## src/rtl/seg7_to_bcd_rx.sv

```systemverilog
// Seven-segment (active-low) receiver: synchronizes the segment lines, waits for a
// stable pattern and decodes it to BCD. Define SEG7_HEX_EN to also accept A..F.
module seg7_to_bcd_rx #(
  parameter int unsigned STABLE_CYCLES = 4
) (
  input  logic       clk,
  input  logic       rst_n,
  input  logic       a,
  input  logic       b,
  input  logic       c,
  input  logic       d,
  input  logic       e,
  input  logic       f,
  input  logic       g,
  output logic [3:0] digit,
  output logic       valid,
  output logic       err,
  output logic       blank,
  output logic [7:0] digit_cnt
);

  typedef enum logic {
    SETTLE = 1'b0,
    LOCKED = 1'b1
  } state_t;

  localparam logic [7:0] LAST_CNT = 8'(STABLE_CYCLES - 1);
  localparam logic [6:0] BLANK_PAT = 7'h7F;

  logic [6:0] sync1_q, sync2_q, p_q;
  state_t     state_q, state_d;
  logic [7:0] cnt_q, cnt_d;
  logic [3:0] digit_q, digit_d;
  logic       err_q, err_d;
  logic       valid_q, valid_d;
  logic       blank_q, blank_d;
  logic [7:0] dcnt_q, dcnt_d;
  logic [4:0] dec_s;

  // Returns {err, digit}; anything unrecognised maps to {1, F}.
  function automatic logic [4:0] decode(input logic [6:0] s);
    logic [4:0] r;
    case (s)
      7'h01:   r = 5'h00;
      7'h4F:   r = 5'h01;
      7'h12:   r = 5'h02;
      7'h06:   r = 5'h03;
      7'h4C:   r = 5'h04;
      7'h24:   r = 5'h05;
      7'h20:   r = 5'h06;
      7'h0F:   r = 5'h07;
      7'h00:   r = 5'h08;
      7'h04:   r = 5'h09;
`ifdef SEG7_HEX_EN
      7'h08:   r = 5'h0A;
      7'h60:   r = 5'h0B;
      7'h31:   r = 5'h0C;
      7'h42:   r = 5'h0D;
      7'h30:   r = 5'h0E;
      7'h38:   r = 5'h0F;
`endif
      default: r = 5'h1F;
    endcase
    return r;
  endfunction

  always_comb begin
    state_d = state_q;
    cnt_d   = cnt_q;
    digit_d = digit_q;
    err_d   = err_q;
    valid_d = 1'b0;
    blank_d = blank_q;
    dcnt_d  = dcnt_q;
    dec_s   = decode(sync2_q);
    if (sync2_q != p_q) begin
      state_d = SETTLE;
      cnt_d   = 8'd0;
      blank_d = 1'b0;
    end else begin
      case (state_q)
        SETTLE: begin
          if (cnt_q == LAST_CNT) begin
            state_d = LOCKED;
            if (sync2_q == BLANK_PAT) begin
              blank_d = 1'b1;
            end else begin
              valid_d = 1'b1;
              digit_d = dec_s[3:0];
              err_d   = dec_s[4];
              dcnt_d  = dcnt_q + 8'd1;
            end
          end else begin
            cnt_d = cnt_q + 8'd1;
          end
        end
        LOCKED:  state_d = LOCKED;
        default: state_d = SETTLE;
      endcase
    end
  end

  // Synchronizers, previous-sample register, FSM and registered outputs.
  always_ff @(posedge clk or negedge rst_n) begin
    if (!rst_n) begin
      sync1_q <= BLANK_PAT;
      sync2_q <= BLANK_PAT;
      p_q     <= BLANK_PAT;
      state_q <= SETTLE;
      cnt_q   <= 8'd0;
      digit_q <= 4'd0;
      err_q   <= 1'b0;
      valid_q <= 1'b0;
      blank_q <= 1'b0;
      dcnt_q  <= 8'd0;
    end else begin
      sync1_q <= {a, b, c, d, e, f, g};
      sync2_q <= sync1_q;
      p_q     <= sync2_q;
      state_q <= state_d;
      cnt_q   <= cnt_d;
      digit_q <= digit_d;
      err_q   <= err_d;
      valid_q <= valid_d;
      blank_q <= blank_d;
      dcnt_q  <= dcnt_d;
    end
  end

  assign digit     = digit_q;
  assign valid     = valid_q;
  assign err       = err_q;
  assign blank     = blank_q;
  assign digit_cnt = dcnt_q;

endmodule

```

## config.mk

```make
export PLATFORM = sky130hd
export DESIGN_NAME = seg7_to_bcd_rx
export DESIGN_NICKNAME = d
export VERILOG_FILES = /design/src/rtl/seg7_to_bcd_rx.sv
export SDC_FILE = /design/constraint.sdc
export NUM_CORES = 1
export LEC_CHECK = 0
export ABC_AREA = 1
export BUFFER_PORTS_ARGS = -buffer_cell sky130_fd_sc_hd__buf_2
export CORE_ASPECT_RATIO = 0.75
export CORE_MARGIN = 3
export CORE_UTILIZATION = 38
export DETAILED_ROUTE_END_ITERATION = 7
export MAX_ROUTING_LAYER = met4
export SLEW_MARGIN = 20
export SYNTH_ARGS = -nofsm -noshare
export SYNTH_HDL_FRONTEND = slang
export SYNTH_SLANG_ARGS = --single-unit
```

## constraint.sdc

```tcl
create_clock -name clk -period 1.87 [get_ports clk]
set_input_delay 0 -clock clk [delete_from_list [all_inputs] [get_ports clk]]
set_output_delay 0 -clock clk [all_outputs]
set_load 0.005 [all_outputs]
```

* Word level (Yosys, flattened, before mapping) *
Index checks and enable logic that the tools add are counted.

operators by class
  bitwise operators = 3
  equality and inequality tests = 14
  multiplexer cells = 15
  reductions and logical operators = 6
  add/subtract/negate cells = 2

operator list
  kind                                                                      count
  5-bit case mux with 10 select lines                                       1
  8-bit 2-to-1 mux                                                          3
  7-bit == test (second input constant)                                     3
  8-bit by 1-bit adder with 8-bit output (second input constant)            2
  7-bit by 3-bit == test with 1-bit output (second input constant)          2
  7-bit by 6-bit == test with 1-bit output (second input constant)          2
  1-bit 2-to-1 mux                                                          10
  8-bit by 2-bit == test with 1-bit output (second input constant)          1
  7-bit by 1-bit == test with 1-bit output (second input constant)          1
  7-bit by 4-bit == test with 1-bit output (second input constant)          1
  7-bit by 5-bit == test with 1-bit output (second input constant)          1
  7-bit logical NOT                                                         1
  7-bit inequality test                                                     1
  4-bit AND reduction                                                       1
  2-bit nonzero test                                                        2
  1-bit NOT                                                                 3
  3-bit AND reduction                                                       1
  2-bit by 1-bit inequality test with 1-bit output (second input constant)  1
  2-bit inequality test (second input constant)                             1
  1-bit case mux with 2 select lines                                        1
  2-bit AND reduction                                                       1

word-level totals
  register bits = 45
  input bits = 9
  word-level logic and storage cells = 50
  output and inout bits = 15

* Logic depth before layout (Yosys ltp) *
Gate-level depths: netlist of the first run.

  depth in word-level cells = 5
  gate-level depth with buffers = 12
  mapped depth without buffers = 11

* Worst setup path after synthesis of the first run *
OpenSTA, ideal clock, no wires.

  path kind = register to register
  start point = register sync2_q[6]
  end point = register dcnt_q[3], in the netlist digit_cnt[3]
  setup slack = 315 ps
  required time = 1,753 ps
  data arrival time = 1,438 ps
  setup time = 117 ps
  cell stages (with the launch flop) = 13
  buffers on the path = 1
  period minus slack after synthesis = 1,555 ps
  path through = dfstp_2 > buf_4 > inv_2 > nand2_2 > nand2_2 > nor2_2 > nand2_2 > nor2_8 > nand2_4 > clkinv_2 > nand2_1 > nand2_1 > nand2_1

on the way
  cells in the longest elaborated chain, start to end = 3
  elaborated cells between the ends (all ways) = 5
  those cells by class = eq/ne: 2; bitwise: 2; reduce/logical: 1

ends and longest elaborated chain
  what                                                    RTL line  text
  start: declaration                                      30        logic [6:0] sync1_q, sync2_q, p_q;
  start signal: assignment                                118       sync2_q <= sync1_q;
  7-bit == test or 7-bit inequality test (tied branches)  85, 76
  1-bit NOT (no line)                                     -
  4-bit AND reduction (no line) (*)                       -
  end signal: assignment                                  126       dcnt_q <= dcnt_d;
  end: declaration                                        37        logic [7:0] dcnt_q, dcnt_d;

Mark *: on every way between the ends. The rest lies on a longest branch, timed or not.
A chain may end at the register's enable or synchronous reset.

* Worst setup path in the final report of the first run *
Same ends and word-level chain as after synthesis.

==> results of run 1 <==
[stage by stage]
step / util / cells / hold WS (ns)
finish: 0.4741 / 375 / 0.2031
global placement: 0.4403 / 357 / -0.003270
detailed placement: 0.4403 / 357 / -0.0002712
CTS: 0.4713 / 373 / 0.2075
floorplan: - / 259 / -0.2956
global route: 0.4741 / 375 / 0.2277
[worst min-delay path: stages]
cell and delay [ns]:
dlygate4sd3_1 0.52, buf_2 0.12, buf_12 0.23
[cell families (layout without fill, tap and decap cells)]
kind of cell	count (synthesis)	in the layout	synth area share
flip-flops	45	45	0.5333
adder cells (fa/ha/maj)	2	2	0.01158
AO/OA/AOI/OAI	14	14	0.03358
AND/OR/NAND/NOR	147	147	0.3144
buffers and inverters	44	85	0.07875
XOR/XNOR	7	7	0.02837
[sequential cells by signal, indices dropped and copies added (netlist names)]
register,count
blank,1
cnt_q,8
digit,4
digit_cnt,8
err,1
p_q,7
state_q,1
sync1_q,7
sync2_q,7
valid,1
[synth_stat cells, drive strengths merged]
library cell,count
nand4,5
buf,1
xnor2,3
nand2,79
xor2,4
a21oi,4
dfstp,21
clkinv,2
nor2,32
nor4,1
o21ai,9
ha,2
o21bai,1
nor3b,2
nand3,23
dfrtp,24
inv,41
nor3,5
[area by class of cell]
cell class,count,area (um2)
fill,541,2845
clock buffer,6,72.57
clock inverter,2,15.01
multi-input combinational,170,838.3
timing repair buffer,34,230.2
sequential,45,1152
tap,75,93.84
inverter,43,162.7
[how the worst max path moves through the flow]
stage,end,slack [ns],cells past startpoint,from
3_5_place_dp,digit_cnt[3],0.19,11,sync2_q[1]
3_3_place_gp,digit_cnt[3],0.19,11,sync2_q[6]
4_1_cts,digit_cnt[3],0.17,11,sync2_q[1]
6_report,digit_cnt[3],0.20,11,sync2_q[6]
2_1_floorplan,digit_cnt[3],0.32,12,sync2_q[6]
5_1_grt,digit_cnt[3],0.02,11,sync2_q[1]
[report_power, final]
group | switching (mW) | internal, mW | total, mW
sequential | 0.0202 | 1.01 | 1.04
clock | 0.331 | 0.267 | 0.598
combinational | 0.0637 | 0.0422 | 0.106
total | 0.415 | 1.32 | 1.74
[routing by layer]
| layer | vias to the layer above | track usage | share of wire | routed length [um] |
|---|---|---|---|---|
| li1 | 877 | - | - | - |
| met1 | 763 | 0.1995 | 0.53 | 2133 |
| met2 | 23 | 0.1971 | 0.43 | 1742 |
| met3 | 2 | 0.03463 | 0.031 | 125 |
| met4 | 0 | 0.03415 | 0.0037 | 15 |
| met5 | - | - | 0 | 0 |
[repair_timing]
item,CTS,global route
hold buffers,8,0
setup buffers,0,2
endpoints found under the setup margin,0,1
hold endpoints to repair,52,0
==> out/results.ini, run 1 <==
[status]
status = complete, no violations

[final_layout]
final_common_cell = nand2_1
drive_gt1_frac = 0.2433
syn_to_final_growth_pct = 18.70
diodes = 0
fin_nets = 310
final_cell_area_um2 = 2565
final_cell_mix = nand2_1 (74), inv_1 (38), nor2_1 (25)

[drt]
vias = 1665
wire_per_inst_um = 10.71
antenna_left = 0
firstDrtPassIters = 4
viasPerCell = 4.440
drt_iter0_markers = 55
drcViolationCount = 0
drt-total-wl_um = 4018

[setup_path]
reg2reg_to = digit_cnt[3]
crit_buf_inv = 2
r2r-start = sync2_q[6]
worst_path_largest_cell_delay_ns = 0.63
endpoint_kind = flop
ff2ff_path_depth = 11
required_ns = 2.07
worstPathMaxFanout = 9
rrSetupSlack_ns = 0.20
crit_slowest_cell = dfstp_2
worstSetupPathType = reg -> reg
startpoint_type = flop
critPathArrivalTime_ns = 1.87
path_cells = inv_2 > nand2_2 > nand2_2 > nor2_2 > nand2_2 > nor2_8 > nand2_4 > clkinv_2 > nand2_1 > nand2_1 > nand2_1
crit_family = simple AND/OR/NAND/NOR gates

[global_route]
antenna_found_initial = 0
grt-ovfl-total = 0
grt_pass1_wl_um = 7169
grt_max_degree = 46
first_global_vias = 1617
gr-usage-all-layers = 0.1387

[synthesis]
synth_nets = 270
yosysUniqueCellTypes = 28
yosysSeqAreaShare = 0.5333
ys_ff_latch = 45
syn_inst = 259
ys.warnings.count = 0
postSynthAreaPerCell_um2 = 8.343
synth_area_leader_cell = dfrtp_1
yosys-top-cells-area = dfrtp_1 (28%), dfstp_2 (26%), nand2_1 (13%), inv_1 (6.6%), nand3_1 (4.9%)
synthesis.area_um2 = 2161
synth_top_cell_area_share = 0.2779

[clock_network]
clk_pin_slew_ns = 0.09
clk_path_buf_depth = 2
cts-root-buf = clkbuf_8
cts_buffers = 5
clock_latency_ns = 0.30
numClockSinks = 45
tritoncts = yes
cts_resized = 0
htree_levels = 2

[die]
rows = 23
start_util = 0.3994
ios = 24
dieWidth_um = 93.08
core_area_um2 = 5410
die_h_um = 71.31
die-area_um2 = 6637

[job]
drv_cap = 0

[placement]
io_buffers = 23
globalplace.congestion = 0.8161
post-place-ws_ns = 0.1906
dp_hpwl_um = 2885
dpl_cell_area_um2 = 2382

[sta]
fin_ws_ns = 0.2049
final-max-slew-violation-count = 0
rsz0062_at_grt = no
finalCritPeriodShare = 0.8905
hold_viol_final = 0
layout_min_cycle_time_ns = 1.665
relSlewSlack = 0.7372
fmax_mhz = 600.5
finClkSkew_ns = 0.01172
tightestPinTransition_ns = 0.3912
setup_viol = 0
tns_ns = 0

[pwr]
p_per_area_nw_per_um2 = 678.1
total_power_mw = 1.739
ir_drop_v = 0.0004474
p_leak_nw = 1.345

[worst_hold_path]
hp-class = in -> async

Power figures use the tool's default switching activity.
==> run 2, diff against run 1 <==
Settings changed: ABC_AREA 1 to 0.
==> out/results.ini, run 2 <==
[sta]
setup_viol = 0
hold_viol_final = 0
rsz0062_at_grt = yes
finClkSkew_ns = 0.005185
fin_ws_ns = 0.05128
whs_ns = 0.2033
relSlewSlack = 0.7292
layout_min_cycle_time_ns = 1.819
fmax_mhz = 549.8
tightestPinTransition_ns = 0.4006
final-max-slew-violation-count = 0
tns_ns = 0
finalCritPeriodShare = 0.9726

[drt]
firstDrtPassIters = 4
drcViolationCount = 0
wire_per_inst_um = 12.69
vias = 1285
antenna_left = 0
viasPerCell = 4.923
drt-total-wl_um = 3312
drt_iter0_markers = 51

[final_layout]
drive_gt1_frac = 0.4069
final_cell_mix = dfrtp_1 (24), buf_2 (23), dfstp_2 (21)
final_cell_area_um2 = 2381
instances_no_fill = 261
area.sequential_um2 = 1152
diodes = 0
syn_to_final_growth_pct = 23.97
fin_nets = 214
multiInputGateArea_um2 = 730.7
final_common_cell = dfrtp_1
fillers = 400
post-route-util = 0.5120

[pwr]
internal_power_mw = 1.361
p_switching_mw = 0.3832
combPwrFrac = 0.058
p_per_area_nw_per_um2 = 732.5
p_clk_frac = 0.349
p_leak_nw = 1.089
seq_power_share = 0.593
total_power_mw = 1.744
p_sw_frac = 0.2197
ir_drop_v = 0.0005054

[job]
drv_cap = 0

[clock_network]
numClockSinks = 45
clk_pin_slew_ns = 0.08
cts-root-buf = clkbuf_8
tritoncts = yes
clk_path_buf_depth = 2
htree_levels = 2
clock_latency_ns = 0.29
cts_buffers = 5

[placement]
dpl_cell_area_um2 = 2153
io_buffers = 23
globalplace.congestion = 0.8691
post-place-ws_ns = -0.08714
place_inst = 242
dp_hpwl_um = 2402

[die]
dieWidth_um = 88.09
start_util = 0.4130
ios = 24
rows = 21
die-area_um2 = 5952
core_area_um2 = 4651
die_h_um = 67.57

[synthesis]
synth_nets = 166
ys_ff_latch = 45
yosysUniqueCellTypes = 39
yosysMostFrequentCell = dfrtp_1
postSynthAreaPerCell_um2 = 12.39
synth_edf_count = 0
synth_flop_cell = dfrtp_1
yosys-top-cells-area = dfrtp_1 (31%), dfstp_2 (29%), xor2_1 (6.4%), xnor2_1 (3.6%), nor2_1 (3.5%)
synthTopCellsByCount = dfrtp_1 (24), dfstp_2 (21), nor2_1 (18)
ys.warnings.count = 0
syn_inst = 155
synthesis.area_um2 = 1921
synth_area_leader_cell = dfrtp_1
async_flop_share = 1.000
yosysSeqAreaShare = 0.6000
synth_top_cell_area_share = 0.3127

[global_route]
grt_pass1_wl_um = 5540
grt-ovfl-total = 0
gr-usage-all-layers = 0.1264
first_global_vias = 1258
grt_max_degree = 23
antenna_found_initial = 0

[setup_path]
worstSetupPathType = reg -> reg
endpoint_kind = flop
worstPathMaxFanout = 7
critPathArrivalTime_ns = 2.00
startpoint_type = flop
required_ns = 2.05

[status]
status = complete, no violations

[worst_hold_path]
hp-class = in -> async

-- run 2: cell types whose count changed after synthesis, moves of 6 or more --
cell | previous run | this run
nand2_1 | 74 | 7
inv_1 | 38 | 2
nand3_1 | 21 | 7
xor2_1 | 4 | 14
nor2_1 | 25 | 18
o21ai_0 | 6 | 0
-- run 2: final timing paths --
path	startpoint	to	slack [ns]	cells past startpoint
worst max-delay path	sync2_q[5]	digit_cnt[6]	0.05	6
worst min-delay path	rst_n	sync1_q[3]	0.20	2
worst max register to register	sync2_q[5]	digit_cnt[6]	0.05	6
worst min register to register	sync1_q[4]	sync2_q[4]	0.36	0
max in group asynchronous	rst_n	p_q[3]	1.34	3
min in group clk	f	sync1_q[1]	0.34	2
-- run 2: layout make-up --
cell class	count	share of cell area
Sequential cell	45	0.4840
Multi-Input combinational cell	101	0.3069
Timing Repair Buffer	48	0.1356
Clock buffer	6	0.03468
Tap cell	57	0.02995
Clock inverter	2	0.005780
Inverter	2	0.003153
-- run 2: power by group through the flow --
| stage | Combinational, mW | Sequential (mW) | Clock, mW |
|---|---|---|---|
| after floorplan | 0.0489 | 1.04 | 0 |
| after global placement | 0.0809 | 1.05 | 0 |
| after detailed placement | 0.0820 | 1.05 | 0 |
| after CTS | 0.0951 | 1.03 | 0.631 |
| after global routing | 0.113 | 1.04 | 0.682 |
| final | 0.101 | 1.03 | 0.609 |
-- run 2: per-layer routing --
metal	track usage	wire [um]	vias to the layer above
li1	-	-	630
met1	0.1596	1595	629
met2	0.1880	1515	22
met3	0.04268	162	4
met4	0.05094	38	0
met5	-	0	-
-- run 2: cell families after synthesis --
kind of cell,after synthesis,share of synthesized area
muxes,3,0.01629
xor gates and xnor gates,22,0.1003
DFF,45,0.6000
and+or+nand+nor,61,0.1883
buffers and inverters,10,0.03844
adders and majority gates,2,0.01303
AOI/OAI and AO/OA,12,0.04365
-- run 2: worst max-delay path, cell delays in order, from the launching register on --
cell and delay, ns:
dfstp_2 0.60, xor2_1 0.12, nor4_4 0.30, buf_4 0.17, and4bb_2 0.28, nand3_1 0.10
xnor2_1 0.13
-- run 2: repair_timing --
action,4_1_cts,5_1_grt
pin swaps,0,2
gates cloned,0,1
endpoints found under the hold margin,52,0
endpoints found under the setup margin,9,7
buffers inserted,0,2
hold buffers,8,0
gates resized for setup,2,5
==> run 3, diff against run 2 <==
Settings changed: CORE_UTILIZATION 38 to 56, PLACE_DENSITY set to 0.73.
==> out/results.ini, run 3 (synthesis gave the netlist of run 2 again) <==
[pwr]
ir_drop_v = 0.0006015
seq_power_share = 0.558
total_power_mw = 1.859
combPwrFrac = 0.058
p_leak_nw = 1.095
p_clk_frac = 0.384
internal_power_mw = 1.466
p_sw_frac = 0.2114
p_switching_mw = 0.3930
p_per_area_nw_per_um2 = 780.6

[sta]
finClkSkew_ns = 0.004533
layout_min_cycle_time_ns = 1.804
setup_viol = 0
finalCritPeriodShare = 0.9648
final-max-slew-violation-count = 0
fmax_mhz = 554.3
hold_viol_final = 0
tightestPinTransition_ns = 0.5517
tns_ns = 0
relSlewSlack = 0.6322

[drt]
vias = 1324
drt-total-wl_um = 3784
viasPerCell = 5.494
wire_per_inst_um = 15.70
drcViolationCount = 0
drt_iter0_markers = 90
firstDrtPassIters = 4
antenna_left = 0

[setup_path]
startpoint_type = flop
r2r-start = sync2_q[0]
worstSetupPathType = reg -> reg
rrSetupSlack_ns = 0.07
ff2ff_path_depth = 5
reg2reg_to = digit_cnt[1]
worstPathMaxFanout = 11
required_ns = 2.05
endpoint_kind = flop
critPathArrivalTime_ns = 1.98

[global_route]
grt_max_degree = 27
grt-ovfl-total = 0
gr-usage-all-layers = 0.1955
antenna_found_initial = 0
grt_pass1_wl_um = 6072
first_global_vias = 1288

[final_layout]
syn_to_final_growth_pct = 23.97
final_cell_area_um2 = 2381
final_cell_mix = dfrtp_1 (24), buf_2 (23), dfstp_2 (21)
diodes = 0
final_common_cell = dfrtp_1
fin_nets = 213
area.sequential_um2 = 1152
drive_gt1_frac = 0.4039
multiInputGateArea_um2 = 732.0
instances_no_fill = 241
fillers = 201

[placement]
dpl_cell_area_um2 = 2107
dp_hpwl_um = 2588
globalplace.congestion = 0.9260
place_inst = 220
io_buffers = 23

[clock_network]
cts-root-buf = clkbuf_8
cts_buffers = 5
tritoncts = yes
clock_latency_ns = 0.29
clk_path_buf_depth = 2
htree_levels = 2
clk_pin_slew_ns = 0.08
numClockSinks = 45

[worst_hold_path]
hp-class = in -> async

[status]
status = complete, no violations

[die]
die_h_um = 56.72
die-area_um2 = 4175
rows = 17
dieWidth_um = 73.62
ios = 24
start_util = 0.6185
core_area_um2 = 3105

[job]
drv_cap = 0

==> run 3: repair_timing <==
action / 4_1_cts / 5_1_grt
endpoints found under the hold margin: 19 / 0
hold buffers: 8 / 0
buffers inserted: 0 / 5
setup endpoints to repair: 0 / 12
gates resized for setup: 0 / 10
==> run 3: critical path: stages, from the launching register on <==
cell and delay, ns:
dfstp_2 0.60, xor2_2 0.10, nor4_4 0.28, and4bb_1 0.24
buf_6 0.16, mux2_4 0.31
==> run 3: area by class of cell <==
class | instances | share of cell area
multi-input cells | 100 | 0.3074
clock inverters | 2 | 0.01629
clock buffers | 6 | 0.03048
inverters | 2 | 0.003153
flip-flops and latches | 45 | 0.4840
well taps | 38 | 0.01997
repair buffers | 48 | 0.1387
==> run 3: how the worst max path moves through the flow <==
stage                from            to  slack, ns
2_1_floorplan  sync2_q[2]  digit_cnt[1]       0.09
3_3_place_gp   sync2_q[0]  digit_cnt[1]       0.06
3_5_place_dp     cnt_q[4]  digit_cnt[1]       0.02
4_1_cts          cnt_q[4]  digit_cnt[1]       0.01
5_1_grt        sync2_q[1]      digit[3]      -0.04
6_report       sync2_q[0]  digit_cnt[1]       0.07
==> run 3: per-layer routing <==
metal  GRT usage  wire length, um
met1      0.2667             1747
met3     0.04293              192
met4     0.05426               29
met2      0.2955             1814
met5           -                0
==> run 3: power groups by stage <==
stage               sequential [mW]  combinational [mW]  clock [mW]
floorplan                      1.04              0.0489           0
global placement               1.05              0.0786           0
detailed placement             1.05              0.0820           0
CTS                            1.04              0.0950       0.727
global route                   1.04               0.119       0.767
finish                         1.04               0.107       0.714
==> run 3: through the flow <==
step / setup slack (ns) / utilization / hold WS (ns)
2_1_floorplan: 0.08861 / - / -0.2956
3_3_place_gp: 0.06340 / 0.6785 / 0.01440
3_5_place_dp: 0.02452 / 0.6785 / 0.01763
4_1_cts: 0.01357 / 0.7401 / 0.2298
5_1_grt: -0.04492 / 0.7667 / 0.2850
6_report: 0.06584 / 0.7667 / 0.2235
